## config.mk

```make
export PLATFORM = sky130hd
export DESIGN_NAME = div_unit
export DESIGN_NICKNAME = d
export VERILOG_FILES = /design/src/rtl/div_pkg.sv /design/src/rtl/div_step.sv /design/src/rtl/div_unit.sv
export SDC_FILE = /design/constraint.sdc
export NUM_CORES = 1
export LEC_CHECK = 0
export ABC_AREA = 1
export BUFFER_PORTS_ARGS = -buffer_cell sky130_fd_sc_hd__buf_2
export CAP_MARGIN = 20
export CORE_AREA = 5 5 175 177
export DETAILED_ROUTE_END_ITERATION = 7
export DIE_AREA = 0 0 180 182
export PLACE_DENSITY = 0.67
export RECOVER_POWER = 50
export SLEW_MARGIN = 20
export SYNTH_ARGS = -nofsm -noshare
export SYNTH_HDL_FRONTEND = slang
export SYNTH_SLANG_ARGS = --single-unit
```

## constraint.sdc

```tcl
create_clock -name clk -period 2.3 [get_ports clk]
set_clock_uncertainty 0.1 [all_clocks]
set_input_delay 0.69 -clock clk [delete_from_list [all_inputs] [get_ports clk]]
set_output_delay 0.69 -clock clk [all_outputs]
set_load 0.05 [all_outputs]
```

## src/rtl/div_pkg.sv

```systemverilog
// Shared constants and state encoding for the iterative DIV/DIVU unit.
package div_pkg;

    localparam int unsigned DIV_WIDTH = 32;

    // Step counter must be able to hold WIDTH-1 without wrapping.
    function automatic int unsigned cnt_width(input int unsigned w);
        return $clog2(w) + 1;
    endfunction

    localparam int unsigned DIV_CNT_W = cnt_width(DIV_WIDTH);

    typedef enum logic [1:0] {
        IDLE = 2'd0,
        CALC = 2'd1,
        FIX  = 2'd2,
        DONE = 2'd3
    } div_state_t;

endpackage

```

## src/rtl/div_step.sv

```systemverilog
// One combinational restoring-division iteration.
module div_step #(
    parameter int unsigned WIDTH = div_pkg::DIV_WIDTH
) (
    // Only the low WIDTH-1 bits of the partial remainder are needed: the MSB
    // is shifted out and is always zero at that point because rem < 2**step.
    input  logic [WIDTH-2:0] rem,
    input  logic             dvd_msb,
    input  logic [WIDTH-1:0] dsr,
    output logic [WIDTH-1:0] rem_next,
    output logic             qbit
);

    logic [WIDTH-1:0] rem_shift;
    logic [WIDTH:0]   trial;

    // Shift in the next dividend bit and try to subtract the divisor.
    always_comb begin
        rem_shift = {rem, dvd_msb};
        trial     = {1'b0, rem_shift} - {1'b0, dsr};
        qbit      = ~trial[WIDTH];
        rem_next  = qbit ? trial[WIDTH-1:0] : rem_shift;
    end

endmodule

```

## src/rtl/div_unit.sv

```systemverilog
// Iterative multi-cycle divider for DIV/DIVU: quotient to LO, remainder to HI.
module div_unit
    import div_pkg::*;
#(
    parameter int unsigned WIDTH = DIV_WIDTH
) (
    input  logic             clk,
    input  logic             rst,
    input  logic             start,
    input  logic             is_signed,
    input  logic [WIDTH-1:0] dividend,
    input  logic [WIDTH-1:0] divisor,
    output logic             busy,
    output logic             done,
    output logic [WIDTH-1:0] q,
    output logic [WIDTH-1:0] r
);

    localparam int unsigned CW = cnt_width(WIDTH);

    div_state_t       state, state_next;
    logic [WIDTH-1:0] dvd;
    logic [WIDTH-1:0] dsr;
    logic [WIDTH-1:0] rem;
    logic [CW-1:0]    cnt;
    logic             neg_q;
    logic             neg_r;
    logic [WIDTH-1:0] step_rem;
    logic             step_q;

    div_step #(.WIDTH(WIDTH)) u_step (
        .rem      (rem[WIDTH-2:0]),
        .dvd_msb  (dvd[WIDTH-1]),
        .dsr      (dsr),
        .rem_next (step_rem),
        .qbit     (step_q)
    );

    // State register.
    always_ff @(posedge clk) begin
        if (rst) state <= IDLE;
        else     state <= state_next;
    end

    // Next-state and handshake outputs.
    always_comb begin
        state_next = state;
        busy       = 1'b1;
        done       = 1'b0;
        case (state)
            IDLE: begin
                busy = 1'b0;
                if (start) state_next = CALC;
            end
            CALC: if (cnt == CW'(WIDTH - 1)) state_next = FIX;
            FIX:  state_next = DONE;
            DONE: begin
                done       = 1'b1;
                state_next = IDLE;
            end
            default: state_next = IDLE;
        endcase
    end

    // Operand capture, restoring iterations and sign fixup of the results.
    always_ff @(posedge clk) begin
        if (rst) begin
            dvd   <= '0;
            dsr   <= '0;
            rem   <= '0;
            cnt   <= '0;
            neg_q <= 1'b0;
            neg_r <= 1'b0;
            q     <= '0;
            r     <= '0;
        end else begin
            case (state)
                IDLE: if (start) begin
                    neg_q <= is_signed & (dividend[WIDTH-1] ^ divisor[WIDTH-1]);
                    neg_r <= is_signed & dividend[WIDTH-1];
                    dvd   <= (is_signed && dividend[WIDTH-1]) ? -dividend : dividend;
                    dsr   <= (is_signed && divisor[WIDTH-1])  ? -divisor  : divisor;
                    rem   <= '0;
                    cnt   <= '0;
                end
                CALC: begin
                    rem <= step_rem;
                    dvd <= {dvd[WIDTH-2:0], step_q};
                    cnt <= cnt + 1'b1;
                end
                FIX: begin
                    // With a zero divisor every step subtracts nothing, so rem
                    // ends up equal to the working dividend; re-applying the
                    // dividend sign restores the original operand exactly.
                    if (dsr == '0) q <= '1;
                    else           q <= neg_q ? -dvd : dvd;
                    r <= neg_r ? -rem : rem;
                end
                default: ;
            endcase
        end
    end

endmodule

```

Word-level counts from Yosys, hierarchy flattened
Cells that the tools add are included.
{"block": "word_totals", "ff_bits": 170, "latchBits": 0, "ramBits": 0, "romBits": 0, "inputBits": 68, "output_inout_bits": 66, "word_cells": 50, "mem_count": 0}
{"block": "classes", "addsub": 6, "multipliers": 0, "div": 0, "order_cmp": 0, "eq_ne": 6, "shifts": 0, "n_mux": 17, "bitwise": 4, "n_reduce_logical": 8}
{"operator": "2-to-1 mux 32 bit", "count": 8}
{"operator": "negation 32 bit", "count": 4}
{"operator": "case mux 32 bit (2 select lines)", "count": 2}
{"operator": "subtractor 32 x 32 -> 33 bit", "count": 1}
{"operator": "zero test 32 bit", "count": 1}
{"operator": "case mux 6 bit (2 select lines)", "count": 1}
{"operator": "case mux 2 bit (4 select lines)", "count": 1}
{"operator": "adder 6 x 1 -> 6 bit (second input constant)", "count": 1}
{"operator": "== test 6 x 5 -> 1 bit (second input constant)", "count": 1}
{"operator": "2-to-1 mux 6 bit", "count": 1}
{"operator": "AND reduction 2 bit", "count": 3}
{"operator": "== test 2 bit (second input constant)", "count": 2}
{"operator": "2-to-1 mux 2 bit", "count": 2}
{"operator": "inequality test 2 bit (second input constant)", "count": 2}
{"operator": "AND 1 bit", "count": 2}
{"operator": "== test 2 x 1 -> 1 bit (second input constant)", "count": 1}
{"operator": "logical AND 1 bit", "count": 2}
{"operator": "zero test 2 bit", "count": 1}
{"operator": "2-to-1 mux 1 bit", "count": 2}
{"operator": "nonzero test 2 bit", "count": 1}
{"operator": "inverter 1 bit", "count": 1}
{"operator": "bitwise XOR 1 bit", "count": 1}

Longest topological paths before layout
Gate-level depths: netlist of the first run.
{"block": "depth", "word_depth": 4, "ltp_mapped": 17, "ltp_nobuf": 16}

Hierarchy
A second synthesis of the first run with hierarchy kept.
{"block": "unflattened", "hier_cells": 2302, "hier_area_um2": 13427.9}
{"mod": "div_unit", "instances": 1, "cells_per_inst": 1658, "area_each_um2": 10410.0}
{"mod": "div_step", "instances": 1, "cells_per_inst": 644, "area_each_um2": 3017.9}

Worst setup path after synthesis of the first run
Ideal clock, no wire load.
{"block": "synth_path", "kind": "reg-to-reg", "startpoint": "reg dvd[31]", "endpoint": "reg rem[27]", "setup_time_ns": 0.069, "t_arrival_ns": 2.099, "slack_ns": 0.032, "path_stages_with_launch": 18, "path_buffers": 1, "synth_period_minus_slack_ns": 2.268, "cell_sequence": "dfxtp_1 inv_1 ha_1 fa_1 inv_1 nand3_1 nand3_2 nand2_1 nand2_4 nand2_2 nand2_2 nand2_4 nand2_8 nand2_4 buf_6 nand2_1 nand2_1 a21oi_2"}
{"block": "synth_between", "elab_chain_len": 3}
{"element": "from (decl)", "line": "div_unit.sv:22", "source": "logic [WIDTH-1:0] dvd;"}
{"element": "from (signal assigned)", "line": "div_unit.sv:81", "source": "dvd <= (is_signed && dividend[WIDTH-1]) ? -dividend : dividend;"}
{"element": "from (signal assigned)", "line": "div_unit.sv:88", "source": "dvd <= {dvd[WIDTH-2:0], step_q};"}
{"element": "subtractor 32 x 32 -> 33 bit", "line": "div_step.sv:20", "source": "trial = {1'b0, rem_shift} - {1'b0, dsr};"}
{"element": "2-to-1 mux 32 bit", "line": "div_step.sv:22", "source": "rem_next = qbit ? trial[WIDTH-1:0] : rem_shift;"}
{"element": "case mux 32 bit (2 select lines)", "line": "div_unit.sv:77", "source": "case (state)"}
{"element": "to (signal assigned)", "line": "div_unit.sv:87", "source": "rem <= step_rem;"}
{"element": "to (decl)", "line": "div_unit.sv:24", "source": "logic [WIDTH-1:0] rem;"}
No other way between the ends.
A chain may end at the register's enable or synchronous reset.

Final worst setup path of the first run
{"block": "layout_path", "startpoint": "reg dvd[31]", "endpoint": "reg rem[24]"}
The elaborated chain is that of the path after synthesis.

==> results_dict.tcl, run 1 <==
set metrics [dict create \
    status "finished, final reports clean" \
    grt_max_degree 94 \
    vdd_ir_drop_max_mv 0.640 \
    crit_path_max_fanout 7 \
    r2r_slack_ps 80 \
    finalSetupViolCount 0 \
    place.gp.congestion 1.01 \
    ys_ff_latch 170 \
    num_vias 14700 \
    cp_slowest_cell "fa_2" \
    timing.rr.start "dvd[31]$_SDFFE_PP0P_" \
    synth.largest_area_cell "dfxtp_1" \
    synth_top_flop_cell "dfxtp_1" \
    port-buffer-count 133 \
    period_needed_ps 2220 \
    die_w_um 180 \
    synth_nets 2279 \
    final-seq-area_mm2 0.00341 \
    fin_nets 2520 \
    leakage_nw 7.91 \
    yosysSeqAreaShare 0.265 \
    drive_gt1_frac 0.178 \
    grt_pass1_wl_um 71200 \
    drcViolationCount 0 \
    ant_nets 0 \
    insertion_delay_ps 450 \
    endpoint "rem[24]$_SDFFE_PP0P_" \
    max_stage_delay_ps 380 \
    overflow 0 \
    path_clk_slew_ps 70 \
    timing.fmax_ghz 0.451 \
    crit_type "register to register" \
    grt_pass1_vias 14100 \
    cp.required_ps 2510 \
    grtUsageTotal 0.265 \
    path_cells "inv_2, ha_4, fa_2, inv_2, nand3_2, nand3_2, nand2_2, nand2_4, nand2_2, nand2_2, nand2_4, nand2_8, buf_8, nand3_1, nand2_1, a21oi_1" \
    yosysTopAreaCellShare 0.265 \
    final_max_slew_viol_count 0 \
    drtIter0Drc 1267 \
    crit_family "simple AND/OR/NAND/NOR gates" \
    crit_top_cell "nand2_2" \
    synth_area_leaders "dfxtp_1 27%, nand2_1 18%, inv_1 9.8%, nand3_1 7.0%, nor2_1 6.3%" \
    finalPower_w 0.0170 \
    num-fill-cells 2943 \
    hold_violations 0 \
    path_buf_inv 3 \
    maxCapViolations 0 \
    start_util 0.441 \
    first_pass_iters 6 \
    multi_input_area_mm2 0.00830 \
    cts_tree "done" \
    tns_ps 0 \
    reg2reg_depth 16 \
    die_area_mm2 0.0328 \
    worstMarginPinSlew_ps 984 \
    routed_wl_um 44900 \
    rr_endpoint "rem[24]$_SDFFE_PP0P_" \
    p_per_area_mw_per_mm2 1060 \
    rsz0062_at_grt "yes" \
    ys_warn_count 0 \
    num_rows 63 \
    antenna_found_initial 0 \
    synth_edf_count 0 \
    die_y_um 182 \
    syn_area_mm2 0.0128 \
    place_hpwl_um 35300 \
    cp.depth 16 \
    yosysUniqueCellTypes 48 \
    crit_path_end_kind "register" \
    crit_arrival_ps 2430 \
    start_kind "register" \
    vias_per_cell 5.24 \
    antenna_cells 0 \
    netlist_instances 2168 \
    maxSlewHeadroom 0.344 \
    core_mm2 0.0291 \
    period_share 0.965 \
    h-tree-depth 4 \
    area_delta_synth_final_pct 24.6 \
    cts_sinks 170 \
    critPathLaunch "dvd[31]$_SDFFE_PP0P_" \
    hp-class "register to register" \
    clockBufferDepth 2 \
    syn_area_per_cell_um2 5.92 \
    numCtsBuffers 17 \
    wl_per_cell_um 16.0 \
    ios 134 \
    async_flop_share 0 \
    cts_root_buf "clkbuf_16" \
]
==> synth_stat cells, types with 5 or more instances <==
master,count
nor4_1,10
nand2_1,611
o21ai_0,101
o31ai_1,6
buf_2,5
buf_1,7
xor2_1,35
ha_1,42
o21bai_1,8
dfxtp_1,170
a21oi_1,136
nand4_1,25
nand2_2,12
nand3_1,180
o221ai_1,10
a21oi_2,10
inv_1,336
nor3_1,33
a31oi_1,31
nor2_1,217
inv_2,12
or2_2,12
o22ai_1,8
clkbuf_1,58
o21ai_1,7
nor2_2,11
xnor2_1,22
o211ai_1,13
==> sequential cells by signal, summed over array words and instances (netlist names) <==
signal / count
cnt: 6
dsr: 32
dvd: 32
neg_q: 1
neg_r: 1
q: 32
r: 32
rem: 32
state: 2
==> kinds of logic (layout without fill, tap and decap cells) <==
family                     Yosys count  in the layout  synth area share
xor gates and xnor gates            57             57            0.0389
and+or+nand+nor                   1133           1133             0.376
AOI/OAI and AO/OA                  340            340             0.150
adders and majority gates           43             43            0.0425
buffers and inverters              425            678             0.127
DFF                                170            170             0.265
==> timing repair <==
| action | CTS | global route |
|---|---|---|
| gates resized for setup | 11 | 108 |
| pin swaps | 0 | 13 |
| setup buffers | 0 | 5 |
| hold buffers | 0 | 0 |
| endpoints found under the setup margin | 34 | 48 |
==> cell type report <==
class,instances,area share
sequential,170,0.213
clock inverter,14,0.00986
tap,390,0.0305
multi-input combinational,1573,0.519
clock buffer,17,0.0266
timing repair buffer,297,0.119
inverter,350,0.0821
==> worst min-delay path by stage <==
stage | startpoint | endpoint | slack, ps | cells past startpoint
2_1_floorplan | dvd[21]$_SDFFE_PP0P_ | dvd[21]$_SDFFE_PP0P_ | 350 | 2
3_3_place_gp | dvd[21]$_SDFFE_PP0P_ | dvd[21]$_SDFFE_PP0P_ | 350 | 2
3_5_place_dp | dvd[21]$_SDFFE_PP0P_ | dvd[21]$_SDFFE_PP0P_ | 360 | 2
4_1_cts | dvd[21]$_SDFFE_PP0P_ | dvd[21]$_SDFFE_PP0P_ | 370 | 2
5_1_grt | dvd[21]$_SDFFE_PP0P_ | dvd[21]$_SDFFE_PP0P_ | 400 | 2
6_report | dvd[21]$_SDFFE_PP0P_ | dvd[21]$_SDFFE_PP0P_ | 370 | 2
==> cell usage in the layout (no fill, tap or decap), types with 12 or more instances in the layout <==
master     count
a21oi_1      128
o211ai_1      13
clkbuf_1      67
clkbuf_16     17
nor2_1       211
nand3_2       14
buf_4        148
dfxtp_1      162
nand4_1       25
nor2_2        16
nor3_1        29
xnor2_1       21
xor2_1        35
o21ai_0      100
inv_1        324
or2_2         12
a31oi_1       31
nand2_2       36
nand3_1      169
buf_2         67
ha_4          22
inv_2         25
a21oi_2       17
nand2_1      587
ha_1          18
==> per-stage QoR <==
step	utilization	setup slack, ps	instance area, um^2	instances	hold WS (ps)
floorplan	-	31.7	12800	2168	345
global route	0.550	-38.4	16000	2811	400
detailed placement	0.514	-73.7	14900	2775	357
finish	0.550	81.4	16000	2811	367
global placement	0.514	-70.7	14900	2775	354
CTS	0.536	-8.92	15600	2806	368
==> tightest hold or removal path, cell delays in order, from the launching register on <==
cell and delay, ps:
dfxtp_1 310, nand2_1 60, a21oi_1 50
==> power by group <==
| group | switching, W | total [W] | internal (W) |
|---|---|---|---|
| clock network | 0.00137 | 0.00291 | 0.00153 |
| registers | 0.000600 | 0.00429 | 0.00369 |
| logic | 0.00663 | 0.00980 | 0.00318 |
| total | 0.00860 | 0.0170 | 0.00840 |
==> layer usage <==
layer | track usage | vias to the layer above | wire length [um]
met5 | 0 | - | 0
met4 | 0.0890 | 0 | 1520
met3 | 0.0367 | 98 | 2380
met2 | 0.449 | 499 | 20800
met1 | 0.349 | 6741 | 20200
li1 | - | 7401 | -
Power figures use the tool's default switching activity.
==> inputs of run 2 (changes only) <==
--- a/config.mk
+++ b/config.mk
@@ -8,12 +8,13 @@
 export ABC_AREA = 1
 export BUFFER_PORTS_ARGS = -buffer_cell sky130_fd_sc_hd__buf_2
 export CAP_MARGIN = 20
-export CORE_AREA = 5 5 175 177
+export CORE_AREA = 5 5 179 181
 export DETAILED_ROUTE_END_ITERATION = 7
-export DIE_AREA = 0 0 180 182
-export PLACE_DENSITY = 0.67
+export DIE_AREA = 0 0 184 186
+export PLACE_DENSITY = 0.66
 export RECOVER_POWER = 50
 export SLEW_MARGIN = 20
 export SYNTH_ARGS = -nofsm -noshare
 export SYNTH_HDL_FRONTEND = slang
+export SYNTH_HIERARCHICAL = 1
 export SYNTH_SLANG_ARGS = --single-unit
==> results_dict.tcl, run 2 <==
set metrics [dict create \
    crit_family "simple AND/OR/NAND/NOR gates" \
    violations "setup timing" \
    cts_root_buf "clkbuf_16" \
    h-tree-depth 4 \
    grtUsageTotal 0.256 \
    path_clk_slew_ps 70 \
    area_delta_synth_final_pct 22.9 \
    antenna_cells 0 \
    holdPathEnd "dvd[22]$_SDFFE_PP0P_" \
    ys_warn_count 6 \
    crit_path_end_kind "register" \
    place.gp.congestion 0.967 \
    ant_nets 0 \
    synth_top_flop_cell "dfxtp_1" \
    synth_edf_count 0 \
    min_from "dvd[22]$_SDFFE_PP0P_" \
    port-buffer-count 133 \
    start_kind "register" \
    crit_type "register to register" \
    synth.most_common_cell "nand2_1" \
    placed_cell_area_mm2 0.0151 \
    die_area_mm2 0.0342 \
    timing.fmax_ghz 0.424 \
    cp.required_ps 2550 \
    tns_ps -470 \
    numCtsBuffers 17 \
    netlist_instances 2302 \
    async_flop_share 0 \
    synth.largest_area_cell "dfxtp_1" \
    routed_wl_um 45400 \
    antenna_found_initial 0 \
    clockBufferDepth 2 \
    cp_slowest_cell "dfxtp_2" \
    hold_violations 0 \
    syn_area_per_cell_um2 5.83 \
    vias_per_cell 5.19 \
    yosysUniqueCellTypes 54 \
    first_pass_iters 5 \
    ys_ff_latch 170 \
    path_cells "inv_2, ha_4, nand2_1, nand2_1, nand2_1, nand2_1, a21oi_1, nand2_1, nor2_4, nand2_8, inv_16, nand2_1, nand2_1, nand2_1, a21oi_2" \
    final_max_slew_viol_count 0 \
    num_rows 64 \
    grt_max_degree 108 \
    finalSetupViolCount 18 \
    place_hpwl_um 34700 \
    design_area_mm2 0.0165 \
    cts_sinks 170 \
    mostFrequentLayoutCells "680 x nand2_1, 328 x inv_1, 235 x nor2_1" \
    grt_pass1_wl_um 71000 \
    place_ws_ps -108 \
    insertion_delay_ps 430 \
    cts_tree "done" \
    crit_top_cell "nand2_1" \
    vdd_ir_drop_max_mv 0.988 \
    max_stage_delay_ps 330 \
    utilization 0.545 \
    yosysTopAreaCellShare 0.253 \
    crit_arrival_ps 2610 \
    critPathLaunch "dsr[29]$_SDFFE_PP0P_" \
    syn_area_mm2 0.0134 \
    rr_endpoint "rem[14]$_SDFFE_PP0P_" \
    synth_common_cells "714 x nand2_1, 340 x inv_1, 246 x nor2_1" \
    yosysSeqAreaShare 0.253 \
    grt_pass1_vias 13800 \
    worstMarginPinSlew_ps 1010 \
    maxSlewHeadroom 0.325 \
    overflow 0 \
    hp-class "register to register" \
    core_mm2 0.0303 \
    hold_path_depth 2 \
    fin_nets 2615 \
    maxCapViolations 0 \
    ios 134 \
    start_util 0.444 \
    die_w_um 184 \
    rsz0062_at_grt "yes" \
    layout_setup_ws_ps -59.6 \
    place_inst 2871 \
    status "complete, but fails checks" \
    period_share 1.03 \
    drive_gt1_frac 0.181 \
    drtIter0Drc 1396 \
    num_vias 15100 \
    synth_area_leaders "dfxtp_1 25%, nand2_1 20%, inv_1 9.5%, nor2_1 6.9%, nand3_1 6.6%" \
    period_needed_ps 2360 \
    hold_buffers 0 \
    synth_nets 2412 \
    leakage_nw 8.13 \
    die_y_um 186 \
    crit_path_max_fanout 8 \
    path_buf_inv 2 \
    drcViolationCount 0 \
    r2r_slack_ps -60 \
    reg2reg_depth 15 \
    num-fill-cells 3163 \
    wl_per_cell_um 15.6 \
    p_per_area_mw_per_mm2 1040 \
    final_common_cell "nand2_1" \
    final_cells 2914 \
    timing.rr.start "dsr[29]$_SDFFE_PP0P_" \
]
[run 2: worst register-to-register path, cell delays in order (launching register included)]
cell	delay [ps]
dfxtp_2	330
inv_2	110
ha_4	230
nand2_1	60
nand2_1	80
nand2_1	100
nand2_1	80
a21oi_1	170
nand2_1	120
nor2_4	240
nand2_8	180
inv_16	110
nand2_1	60
nand2_1	50
nand2_1	90
a21oi_2	170
[run 2: cells by family (layout without fill, tap and decap cells)]
logic type | count (synthesis) | in the layout | synth area share
compound gates | 343 | 343 | 0.141
xor+xnor | 45 | 45 | 0.0294
fa+ha+maj | 42 | 42 | 0.0397
buf+inv | 433 | 648 | 0.129
flops | 170 | 170 | 0.253
simple gates | 1269 | 1270 | 0.407
[run 2: worst max-delay path by stage]
stage	to	cells past startpoint
floorplan	rem[20]$_SDFFE_PP0P_	18
global placement	rem[25]$_SDFFE_PP0P_	17
detailed placement	rem[25]$_SDFFE_PP0P_	17
CTS	rem[25]$_SDFFE_PP0P_	14
global route	rem[14]$_SDFFE_PP0P_	15
finish	rem[14]$_SDFFE_PP0P_	15
[run 2: what timing repair did]
| item | CTS | global route |
|---|---|---|
| gates resized for setup | 15 | 155 |
| pin swaps | 2 | 64 |
| gates cloned | 0 | 5 |
| buffers inserted | 0 | 6 |
| setup endpoints to repair | 32 | 35 |
[run 2: layer usage]
layer	vias to the layer above	routed length, um	track usage	share of wire
met1	6851	21200	0.363	0.47
met5	-	0	0	0
met2	498	20500	0.405	0.45
met4	0	1430	0.0870	0.031
met3	78	2370	0.0281	0.052
li1	7692	-	-	-
[run 2: cell type report]
type	count	area (um^2)	area share
clock buffer	20	457	0.0277
sequential	170	3420	0.207
clock inverter	12	130	0.00788
timing repair buffer	256	1610	0.0978
multi-input combinational	1700	9000	0.545
tap	396	495	0.0300
timing repair inverter	2	25.0	0.00152
inverter	358	1370	0.0827
[run 2: power breakdown]
group          switching (W)  leakage [nW]  internal [W]
Sequential          0.000638          1.40       0.00373
Combinational        0.00679          6.45       0.00307
Clock                0.00131         0.286       0.00159
Total                0.00874          8.13       0.00840
[run 2: per-stage QoR]
stage | hold WS, ps | power (W)
2_1_floorplan | 344 | 0.0109
3_3_place_gp | 352 | 0.0136
3_5_place_dp | 356 | 0.0137
4_1_cts | 367 | 0.0166
5_1_grt | 404 | 0.0185
6_report | 366 | 0.0171
==> inputs of run 3 (changes only) <==
--- a/config.mk
+++ b/config.mk
@@ -5,13 +5,12 @@
 export SDC_FILE = /design/constraint.sdc
 export NUM_CORES = 1
 export LEC_CHECK = 0
-export ABC_AREA = 1
 export BUFFER_PORTS_ARGS = -buffer_cell sky130_fd_sc_hd__buf_2
 export CAP_MARGIN = 20
-export CORE_AREA = 5 5 179 181
+export CORE_AREA = 5 5 164 166
 export DETAILED_ROUTE_END_ITERATION = 7
-export DIE_AREA = 0 0 184 186
-export PLACE_DENSITY = 0.66
+export DIE_AREA = 0 0 169 171
+export PLACE_DENSITY = 0.67
 export RECOVER_POWER = 50
 export SLEW_MARGIN = 20
 export SYNTH_ARGS = -nofsm -noshare
==> results_dict.tcl, run 3 <==
set metrics [dict create \
    reg2reg_depth 15 \
    timing.fmax_ghz 0.345 \
    die_w_um 169 \
    status "complete, but fails checks" \
    synth_edf_count 0 \
    synth_area_leaders "dfxtp_1 30%, nor2_1 7.0%, xor2_1 6.8%, a211oi_1 6.5%, ha_1 4.6%" \
    syn_area_per_cell_um2 7.62 \
    timing.rr.start "dsr[18]$_SDFFE_PP0P_" \
    die_y_um 171 \
    synth_common_cells "207 x nor2_1, 170 x dfxtp_1, 123 x nand2_1" \
    ios 134 \
    grtUsageTotal 0.237 \
    start_util 0.439 \
    wl_per_cell_um 16.6 \
    vdd_ir_drop_max_mv 0.614 \
    synth_compound_area_frac 0.260 \
    period_share 1.26 \
    rr_endpoint "rem[18]$_SDFFE_PP0P_" \
    cp.required_ps 2510 \
    drcViolationCount 0 \
    path_clk_slew_ps 80 \
    yosysTopAreaCellShare 0.304 \
    numCtsBuffers 17 \
    ys_ff_latch 170 \
    final_max_slew_viol_count 0 \
    rsz0062_at_grt "yes" \
    min_from "neg_r$_SDFFE_PP0P_" \
    synth_nets 1576 \
    crit_type "register to register" \
    crit_arrival_ps 3110 \
    p_per_area_mw_per_mm2 1120 \
    synth_top_flop_cell "dfxtp_1" \
    r2r_slack_ps -600 \
    leakage_nw 6.43 \
    async_flop_share 0 \
    final_cells 2176 \
    area_delta_synth_final_pct 42.7 \
    synth_xor_area_frac 0.107 \
    hold_path_depth 2 \
    maxSlewHeadroom 0.524 \
    cts_tree "done" \
    ys_warn_count 6 \
    design_area_mm2 0.0159 \
    ant_nets 0 \
    grt_pass1_wl_um 56800 \
    synth.largest_area_cell "dfxtp_1" \
    antenna_cells 0 \
    yosysUniqueCellTypes 71 \
    cts_root_buf "clkbuf_16" \
    period_needed_ps 2900 \
    antenna_found_initial 0 \
    synth_fa_ha_area_frac 0.0477 \
    place_hpwl_um 26700 \
    netlist_instances 1466 \
    maxCapViolations 0 \
    hold_buffers 0 \
    utilization 0.626 \
    grt_pass1_vias 11000 \
    layout_setup_ws_ps -597 \
    mostFrequentLayoutCells "273 x buf_4, 200 x nor2_1, 143 x dfxtp_1" \
    cts_sinks 170 \
    place.gp.congestion 0.922 \
    die_area_mm2 0.0289 \
    yosysSeqAreaShare 0.304 \
    num_rows 59 \
    synth_mux_area_frac 0.0112 \
    grt_max_degree 84 \
    yosys.area_share.simple 0.212 \
    vias_per_cell 5.51 \
    drive_gt1_frac 0.331 \
    placed_cell_area_mm2 0.0144 \
    synth.most_common_cell "nor2_1" \
    worstMarginPinSlew_ps 714 \
    hp-class "register to register" \
    drtIter0Drc 1143 \
    whs_ps 368 \
    hold_violations 0 \
    syn_area_mm2 0.0112 \
    routed_wl_um 36100 \
    final_common_cell "buf_4" \
    crit_path_max_fanout 5 \
    first_pass_iters 8 \
    violations "setup timing" \
    port-buffer-count 133 \
    crit_path_end_kind "register" \
    fin_nets 1938 \
    finalSetupViolCount 55 \
    holdPathEnd "neg_r$_SDFFE_PP0P_" \
    clockBufferDepth 2 \
    h-tree-depth 4 \
    synth_top_family_by_area "compound AO/OA/AOI/OAI gates" \
    place_inst 2119 \
    core_mm2 0.0255 \
    insertion_delay_ps 440 \
    overflow 0 \
    tns_ps -23550 \
    num_vias 12000 \
    start_kind "register" \
]
## run 3: cell count changes after synthesis, moves of 39 or more
cell,previous run,this run
nand3_1,178,24
xor2_1,41,87
a211oi_1,2,97
inv_1,340,62
nand2_1,714,123
xnor2_1,4,49
a21oi_1,168,99
clkbuf_1,34,76
nor2_1,246,207
## run 3: how the worst max path moves through the flow
stage,start,end,slack (ps),cells past startpoint
after floorplan,dvd[31]$_SDFFE_PP0P_,rem[11]$_SDFFE_PP0P_,-470,14
after global placement,dividend[10],dvd[31]$_SDFFE_PP0P_,-660,7
after detailed placement,dividend[10],dvd[31]$_SDFFE_PP0P_,-680,7
after CTS,rem[9]$_SDFFE_PP0P_,r[30]$_SDFFE_PP0P_,-530,6
after global routing,dvd[31]$_SDFFE_PP0P_,rem[22]$_SDFFE_PP0P_,-700,15
final,dsr[18]$_SDFFE_PP0P_,rem[18]$_SDFFE_PP0P_,-600,15
## run 3: cell families after synthesis
kind of cell | after synthesis
flops | 170
xor+xnor | 136
fa+ha+maj | 42
buf+inv | 160
compound gates | 436
simple gates | 510
mux | 12
## run 3: report_power, final
| part | internal, W | total, W | switching (W) |
|---|---|---|---|
| registers | 0.00379 | 0.00438 | 0.000589 |
| clock network | 0.00151 | 0.00302 | 0.00152 |
| logic | 0.00395 | 0.0105 | 0.00654 |
## run 3: through the flow
step                      setup slack (ps)  power [W]
after floorplan                       -475     0.0106
after global placement                -662     0.0139
after detailed placement              -680     0.0140
after CTS                             -527     0.0175
final                                 -597     0.0179
after global routing                  -697     0.0190
## run 3: repair_timing
item,4_1_cts,5_1_grt
resized for setup,104,95
pin swaps,54,62
endpoints found under the setup margin,67,84
setup buffers,13,10
gates cloned,0,3
## run 3: per-layer routing
metal / up-vias / part of all wire / global-route usage
li1: 5987 / - / -
met1: 5605 / 0.50 / 0.364
met2: 365 / 0.42 / 0.351
met3: 31 / 0.064 / 0.0390
met4: 0 / 0.0099 / 0.0480
met5: - / 0 / 0
## run 3: area by class of cell
type	instances	area (um^2)
Clock buffer	17	425
Clock inverter	15	209
Fill cell	2260	9520
Inverter	63	239
Multi-Input combinational cell	1136	8160
Sequential cell	170	3440
Tap cell	335	419
Timing Repair Buffer	440	3060
## run 3: worst max-delay path, stage by stage, from the launching register on
cell and delay, ps:
dfxtp_2 340, inv_2 60, ha_4 270, nand4_1 180
or3_4 390, a211oi_4 250, nor2_4 70, a31oi_4 230
a311oi_4 150, buf_6 160, buf_12 120, buf_8 120
nand2_1 50, o21ai_1 50, a22oi_1 160, nor2_1 60
